## src/rtl/gpio_bank_ctrl.sv

```systemverilog
// Purpose: register-controlled GPIO bank with per-pin drive/direction, synchronised
//          inputs, sticky rise/fall edge flags and a maskable level interrupt.
// Latency: reads return one cycle after the request; pin-to-IN is SYNC_STAGES cycles.
//          Flags set one cycle after the synchronised edge. irq lags its cause by one cycle.
// Backpressure: none. The bus is always ready and accepts one access per cycle.
//
// Ports:
//   clk, nrst        clock and asynchronous active-low reset
//   en               bank enable; low forces pins to inputs and stops event capture
//   req_*            single-cycle register access strobe (write/addr/wdata)
//   rsp_valid/rdata  read response one cycle after a read strobe; rdata holds otherwise
//   irq              registered level interrupt
//   gpio_in/out/oeb  pad inputs, pad output values, pad output enables (active low)
module gpio_bank_ctrl #(
  parameter int NUM_PINS    = 34,
  parameter int SYNC_STAGES = 2,
  parameter int ADDR_W      = 3
) (
  input  logic                clk,
  input  logic                nrst,
  input  logic                en,
  input  logic                req_valid,
  input  logic                req_write,
  input  logic [ADDR_W-1:0]   req_addr,
  input  logic [NUM_PINS-1:0] req_wdata,
  output logic                rsp_valid,
  output logic [NUM_PINS-1:0] rsp_rdata,
  output logic                irq,
  input  logic [NUM_PINS-1:0] gpio_in,
  output logic [NUM_PINS-1:0] gpio_out,
  output logic [NUM_PINS-1:0] gpio_oeb
);

  localparam logic [ADDR_W-1:0] A_OUT     = ADDR_W'(0);
  localparam logic [ADDR_W-1:0] A_OEB     = ADDR_W'(1);
  localparam logic [ADDR_W-1:0] A_IN      = ADDR_W'(2);
  localparam logic [ADDR_W-1:0] A_RFLAG   = ADDR_W'(3);
  localparam logic [ADDR_W-1:0] A_FFLAG   = ADDR_W'(4);
  localparam logic [ADDR_W-1:0] A_RISE_EN = ADDR_W'(5);
  localparam logic [ADDR_W-1:0] A_FALL_EN = ADDR_W'(6);

  logic [NUM_PINS-1:0] out_q;
  logic [NUM_PINS-1:0] oeb_q;
  logic [NUM_PINS-1:0] rise_en_q;
  logic [NUM_PINS-1:0] fall_en_q;
  logic [NUM_PINS-1:0] rise_flag_q;
  logic [NUM_PINS-1:0] fall_flag_q;
  logic [NUM_PINS-1:0] prev_q;
  logic [NUM_PINS-1:0] sync_r [SYNC_STAGES];
  logic [NUM_PINS-1:0] sync_q;
  logic                en_q;

  logic                wr;
  logic                rd;
  logic                capture;
  logic [NUM_PINS-1:0] rise;
  logic [NUM_PINS-1:0] fall;
  logic [NUM_PINS-1:0] rise_clr;
  logic [NUM_PINS-1:0] fall_clr;
  logic [NUM_PINS-1:0] rd_mux;
  logic                irq_next;

  assign sync_q = sync_r[SYNC_STAGES-1];

  always_comb begin
    wr       = req_valid & req_write;
    rd       = req_valid & ~req_write;
    rise     = sync_q & ~prev_q;
    fall     = ~sync_q & prev_q;
    // Capture needs en for two consecutive cycles so the first cycle after enabling
    // never reports an edge that really happened while the bank was off.
    capture  = en & en_q;
    rise_clr = (wr && req_addr == A_RFLAG) ? req_wdata : '0;
    fall_clr = (wr && req_addr == A_FFLAG) ? req_wdata : '0;
    irq_next = en & (|((rise_flag_q & rise_en_q) | (fall_flag_q & fall_en_q)));
  end

  always_comb begin
    rd_mux = '0;
    case (req_addr)
      A_OUT:     rd_mux = out_q;
      A_OEB:     rd_mux = oeb_q;
      A_IN:      rd_mux = sync_q;
      A_RFLAG:   rd_mux = rise_flag_q;
      A_FFLAG:   rd_mux = fall_flag_q;
      A_RISE_EN: rd_mux = rise_en_q;
      A_FALL_EN: rd_mux = fall_en_q;
      default:   rd_mux = '0;
    endcase
  end

  // Synchroniser and previous-sample register run regardless of en.
  always_ff @(posedge clk or negedge nrst) begin
    if (!nrst) begin
      for (int i = 0; i < SYNC_STAGES; i++) sync_r[i] <= '0;
      prev_q <= '0;
      en_q   <= 1'b0;
    end else begin
      sync_r[0] <= gpio_in;
      for (int i = 1; i < SYNC_STAGES; i++) sync_r[i] <= sync_r[i-1];
      prev_q <= sync_q;
      en_q   <= en;
    end
  end

  // Control registers; writes are accepted even while en is low.
  always_ff @(posedge clk or negedge nrst) begin
    if (!nrst) begin
      out_q     <= '0;
      oeb_q     <= '1;
      rise_en_q <= '0;
      fall_en_q <= '0;
    end else if (wr) begin
      case (req_addr)
        A_OUT:     out_q     <= req_wdata;
        A_OEB:     oeb_q     <= req_wdata;
        A_RISE_EN: rise_en_q <= req_wdata;
        A_FALL_EN: fall_en_q <= req_wdata;
        default:   ;
      endcase
    end
  end

  // Sticky flags: the set term is OR'ed after the clear so a same-edge event survives W1C.
  always_ff @(posedge clk or negedge nrst) begin
    if (!nrst) begin
      rise_flag_q <= '0;
      fall_flag_q <= '0;
    end else begin
      rise_flag_q <= (rise_flag_q & ~rise_clr) | (rise & {NUM_PINS{capture}});
      fall_flag_q <= (fall_flag_q & ~fall_clr) | (fall & {NUM_PINS{capture}});
    end
  end

  // Read response and interrupt; rd_mux sees pre-update register values.
  always_ff @(posedge clk or negedge nrst) begin
    if (!nrst) begin
      rsp_valid <= 1'b0;
      rsp_rdata <= '0;
      irq       <= 1'b0;
    end else begin
      rsp_valid <= rd;
      if (rd) rsp_rdata <= rd_mux;
      irq <= irq_next;
    end
  end

  assign gpio_out = en ? out_q : '0;
  assign gpio_oeb = en ? oeb_q : '1;

endmodule

```

## config.mk

```make
export PLATFORM = sky130hd
export DESIGN_NAME = gpio_bank_ctrl
export DESIGN_NICKNAME = d
export VERILOG_FILES = /design/src/rtl/gpio_bank_ctrl.sv
export SDC_FILE = /design/constraint.sdc
export NUM_CORES = 1
export LEC_CHECK = 0
export CAP_MARGIN = 25
export CELL_PAD_IN_SITES_DETAIL_PLACEMENT = 0
export CELL_PAD_IN_SITES_GLOBAL_PLACEMENT = 1
export CORE_ASPECT_RATIO = 1.1
export CORE_MARGIN = 4
export CORE_UTILIZATION = 49
export CTS_CLUSTER_SIZE = 30
export DETAILED_ROUTE_END_ITERATION = 7
export GPL_ROUTABILITY_DRIVEN = 0
export PLACE_DENSITY = 0.91
export RECOVER_POWER = 50
export SLEW_MARGIN = 25
export SYNTH_ARGS = -nofsm -noshare
export SYNTH_HDL_FRONTEND = slang
export SYNTH_SLANG_ARGS = --single-unit
```

## constraint.sdc

```tcl
create_clock -name clk -period 2.85 [get_ports clk]
set_clock_uncertainty 0.1 [all_clocks]
set_input_delay 0.4275 -clock clk [delete_from_list [all_inputs] [get_ports clk]]
set_output_delay 0.4275 -clock clk [all_outputs]
set_load 0.01 [all_outputs]
```

# Word-level counts from Yosys, hierarchy flattened
# Cells that the tools add are included.
[op_classes] eq_ne=6 n_mux=5 bitwise_logic=20 reduce_logical=8
[op_table] op="$and A34 B34 Y34" count=8
[op_table] op="$pmux W34 S7" count=1
[op_table] op="$mux W34" count=4
[op_table] op="$not A34 Y34" count=4
[op_table] op="$or A34 B34 Y34" count=3
[op_table] op="$reduce_or A34 Y1" count=1
[op_table] op="$eq A3 B3 Y1 const B" count=3
[op_table] op="$reduce_and A2 Y1" count=4
[op_table] op="$eq A3 B2 Y1 const B" count=2
[op_table] op="$and A1 B1 Y1" count=4
[op_table] op="$eq A3 B1 Y1 const B" count=1
[op_table] op="$logic_not A3 Y1" count=1
[op_table] op="$logic_and A1 B1 Y1" count=2
[op_table] op="$not A1 Y1" count=1
[totals] reg_bits=343 in_bits=76 word_cells=52

# Depth between registers and ports, before layout
[depth] depth_word=6 ltp_mapped=7

# Worst setup path before layout
# Ideal clock, no wire load.
[synth_path] kind="input to register" startpoint="input req_addr[0]" endpoint="register fall_en_q[10]" setup_time_ns=0.125 arrival_time_ns=1.599 path_slack_ns=1.026 cell_stages=6 n_path_buf=2 path_cell_list="buf_4 -> inv_1 -> nand2_1 -> nor2_2 -> buf_4 -> mux2_2"
[synth_between] elab_chain_cells=2
[synth_rtl] element="start, declared" line="24" source="input logic [ADDR_W-1:0] req_addr,"
[synth_rtl] element="$eq A3 B3 Y1" line="114" source="case (req_addr)"
[synth_rtl] element="$reduce_and A2 Y1 (no line)"
[synth_rtl] element="end signal, assigned" line="118" source="A_FALL_EN: fall_en_q <= req_wdata;"
[synth_rtl] element="end, declared" line="45" source="logic [NUM_PINS-1:0] fall_en_q;"
# No other way between the ends.
# A chain may end at the register's enable or synchronous reset.

==> run_results.csv <==
group,metric,value,unit
status,outcome,"complete, but fails checks",
status,violations,"max-capacitance violations, max-slew violations",
logic_synthesis,ys.flop_type,"dfrtp_1",
timing,slew_headroom,-0.223,
routing,firstDrtPassIters,5,
grt,grt.total_usage,0.247,
timing,grt_setup_unrepaired,"false",
logic_synthesis,ys_ff_latch,343,
run,drv_cap,1,
hold_path,hold_path_startpoint,"en",
logic_synthesis,syn_area,14600,sq um
critical_path,end_kind,"async pin",
logic_synthesis,synthTopCellsByCount,"309 x dfrtp_1, 140 x mux2_2, 122 x nand2_1",
pwr,p_switching,3.62,mW
place,io_buffer_count,179,
pwr,ir_drop,0.000451,V
floorplan,die-height,189,microns
timing,fmax,434,MHz
timing,setup_tns,0,ps
pwr,powerDensity,746,nW/um^2
timing,min_period_over_period,0.808,
timing,worstMarginPinSlew,1830,ps
critical_path,cp.arrival,2800,ps
routing,vias_per_cell,6.04,
routing,routed_wirelength,40700,microns
clocking,clk_latency,510,ps
logic_synthesis,ys_seq_area_frac,0.591,
floorplan,die_area,32600,sq um
critical_path,r2r_cells,5,
routing,postRouteAntennaNets,0,
logic_synthesis,synth.avg_cell_area,12.9,sq um
hold_path,min_to,"en_q",
logic_synthesis,synth_edf_count,0,
pwr,swShare,0.269,
pwr,leakagePower,7.68,nW
critical_path,cp_max_fo,81,
logic_synthesis,synth_warnings,0,
pwr,comb_power_share,0.182,
logic_synthesis,synthArstFlopShare,1.00,
grt,grt_max_degree,82,
critical_path,crit_path_start_kind,"input pin",
critical_path,r2r-end,"irq",
finish,nNetsFinal,1404,
logic_synthesis,synthCells,1135,
clocking,cts-root-buf,"clkbuf_16",
floorplan,die_x,173,microns
hold_path,hp-class,"input pin to register",
logic_synthesis,netlist.area_leader.share,0.530,
critical_path,required,3340,ps
finish,synthToLayoutAreaGrowth,23.9,%
grt,grt_pass1_wl,63300,microns
clocking,clk_pin_slew,60,ps
clocking,cts_num_sinks,343,
grt,grt_pass1_vias,11001,
routing,first_iter_violations,1061,
timing,setup_viol_count_final,0,
grt,gr-total-overflow,0,
floorplan,rows,66,
logic_synthesis,yosysTopAreaCell,"dfrtp_1",
logic_synthesis,syn_nets,1211,
floorplan,num_io_pins,180,
critical_path,critical_path_class,"input pin to async pin",
clocking,cts_tree,"done",
critical_path,crit_start,"nrst",
critical_path,worstReg2RegStart,"fall_flag_q[8]",
logic_synthesis,synth.distinct_cells,40,
logic_synthesis,ys_top_cells_by_area,"dfrtp_1 53%, mux2_2 11%, dfstp_2 6.1%, a32o_1 4.7%, mux4_2 3.9%",
floorplan,start_util,0.495,
timing,finalHoldViolCount,0,
clocking,cts_buffers,36,
clocking,h-tree-depth,2,
place,dpl_cell_area,16900,sq um
pwr,power.internal,9.87,mW
routing,num_vias,10439,
finish,drive_above_1_share,0.227,
timing,period_needed,2300,ps
clocking,clock_path_buffers,3,
finish,final_cell_area,18100,sq um
finish,diodes,0,
floorplan,core,29500,sq um
hold_path,holdPathStages,2,
timing,finalMaxSlewViolations,61,
pwr,seqPwrFrac,0.482,
critical_path,r2r_slack,950,ps
grt,antenna_found_initial,1,
place,dp.final_hpwl,28100,microns
routing,post_drt_wl_per_cell,23.5,microns
routing,drc,0,
pwr,power_frac_clock,0.336,
logic_synthesis,post-synth-top-count-cell,"dfrtp_1",
[flip-flops by register name, summed over array words and instances, names as in the netlist]
signal and cells:
fall_en_q 34, fall_flag_q 34, oeb_q 34, out_q 34, prev_q 34, rise_en_q 34
rise_flag_q 34, rsp_rdata 34, sync_q 34, sync_r 34, en_q 1, irq 1
rsp_valid 1
[cell type report]
| class | instances | area [sq um] |
|---|---|---|
| clock inverter | 10 | 81.3 |
| clock buffer | 54 | 1070 |
| inverter | 70 | 263 |
| sequential | 343 | 8630 |
| fill | 2236 | 11400 |
| multi-input combinational | 654 | 5350 |
| tap | 374 | 468 |
| timing repair buffer | 223 | 2230 |
[cells by family after synthesis]
| kind of cell | after synthesis | share of synthesized area |
|---|---|---|
| and+or+nand+nor | 240 | 0.0783 |
| buffers and inverters | 138 | 0.0439 |
| muxes | 201 | 0.171 |
| DFF | 343 | 0.591 |
| AOI/OAI and AO/OA | 213 | 0.116 |
[metal layers]
layer | GRT usage | share of wire | routed length, microns | up-vias
li1 | - | - | - | 4481
met1 | 0.309 | 0.39 | 16000 | 5429
met2 | 0.425 | 0.50 | 20200 | 431
met3 | 0.0493 | 0.070 | 2830 | 96
met4 | 0.0977 | 0.041 | 1660 | 2
met5 | 0 | 0.00034 | 14 | -
[layout by cell type, fill, tap and decap left out, drive strengths merged, types with 34 or more instances in the layout]
master / netlist / final
dfrtp: 309 / 309
mux2: 140 / 140
clkdlybuf4s50: 0 / 139
nand2: 122 / 122
inv: 70 / 70
a32o: 68 / 68
clkbuf: 25 / 55
o21ai: 47 / 47
buf: 43 / 47
nand2b: 36 / 36
mux2i: 36 / 36
dlygate4sd3: 0 / 36
and2: 36 / 36
dfstp: 34 / 34
[how the worst max path moves through the flow]
stage / endpoint / cells after the start
after floorplan: fall_en_q[10] / 6
after global placement: rsp_rdata[9] / 7
after detailed placement: rsp_rdata[9] / 7
after CTS: gpio_oeb[3] / 2
after global routing: oeb_q[31] / 3
final: oeb_q[31] / 3
[worst max-delay path: stages]
cell and delay [ps]:
dlygate4sd3_1 520, clkbuf_2 1310, buf_12 450
[power groups by stage]
stage               combinational (mW)  sequential (mW)  clock (mW)
CTS                               2.48             6.49        4.60
floorplan                         1.42             6.26           0
global placement                  2.39             6.53           0
global route                      2.66             6.59        4.81
finish                            2.45             6.51        4.53
detailed placement                2.46             6.57           0
[stage by stage]
step                hold WS [ps]  power (mW)  setup slack (ps)   util  std cells
floorplan                   31.9        7.68              1030      -       1135
global placement             231        8.92               339  0.574       1663
detailed placement           235        9.03               335  0.574       1663
CTS                          227        13.6               578  0.614       1728
global route                 235        14.1               304  0.613       1728
finish                       234        13.5               546  0.613       1728
[timing repair]
action / CTS / global route
resized for setup: 0 / 0
buffers inserted: 0 / 0
hold buffers: 1 / 0
endpoints found under the hold margin: 48 / 0
Note: power is estimated with default switching activity, not from simulation.
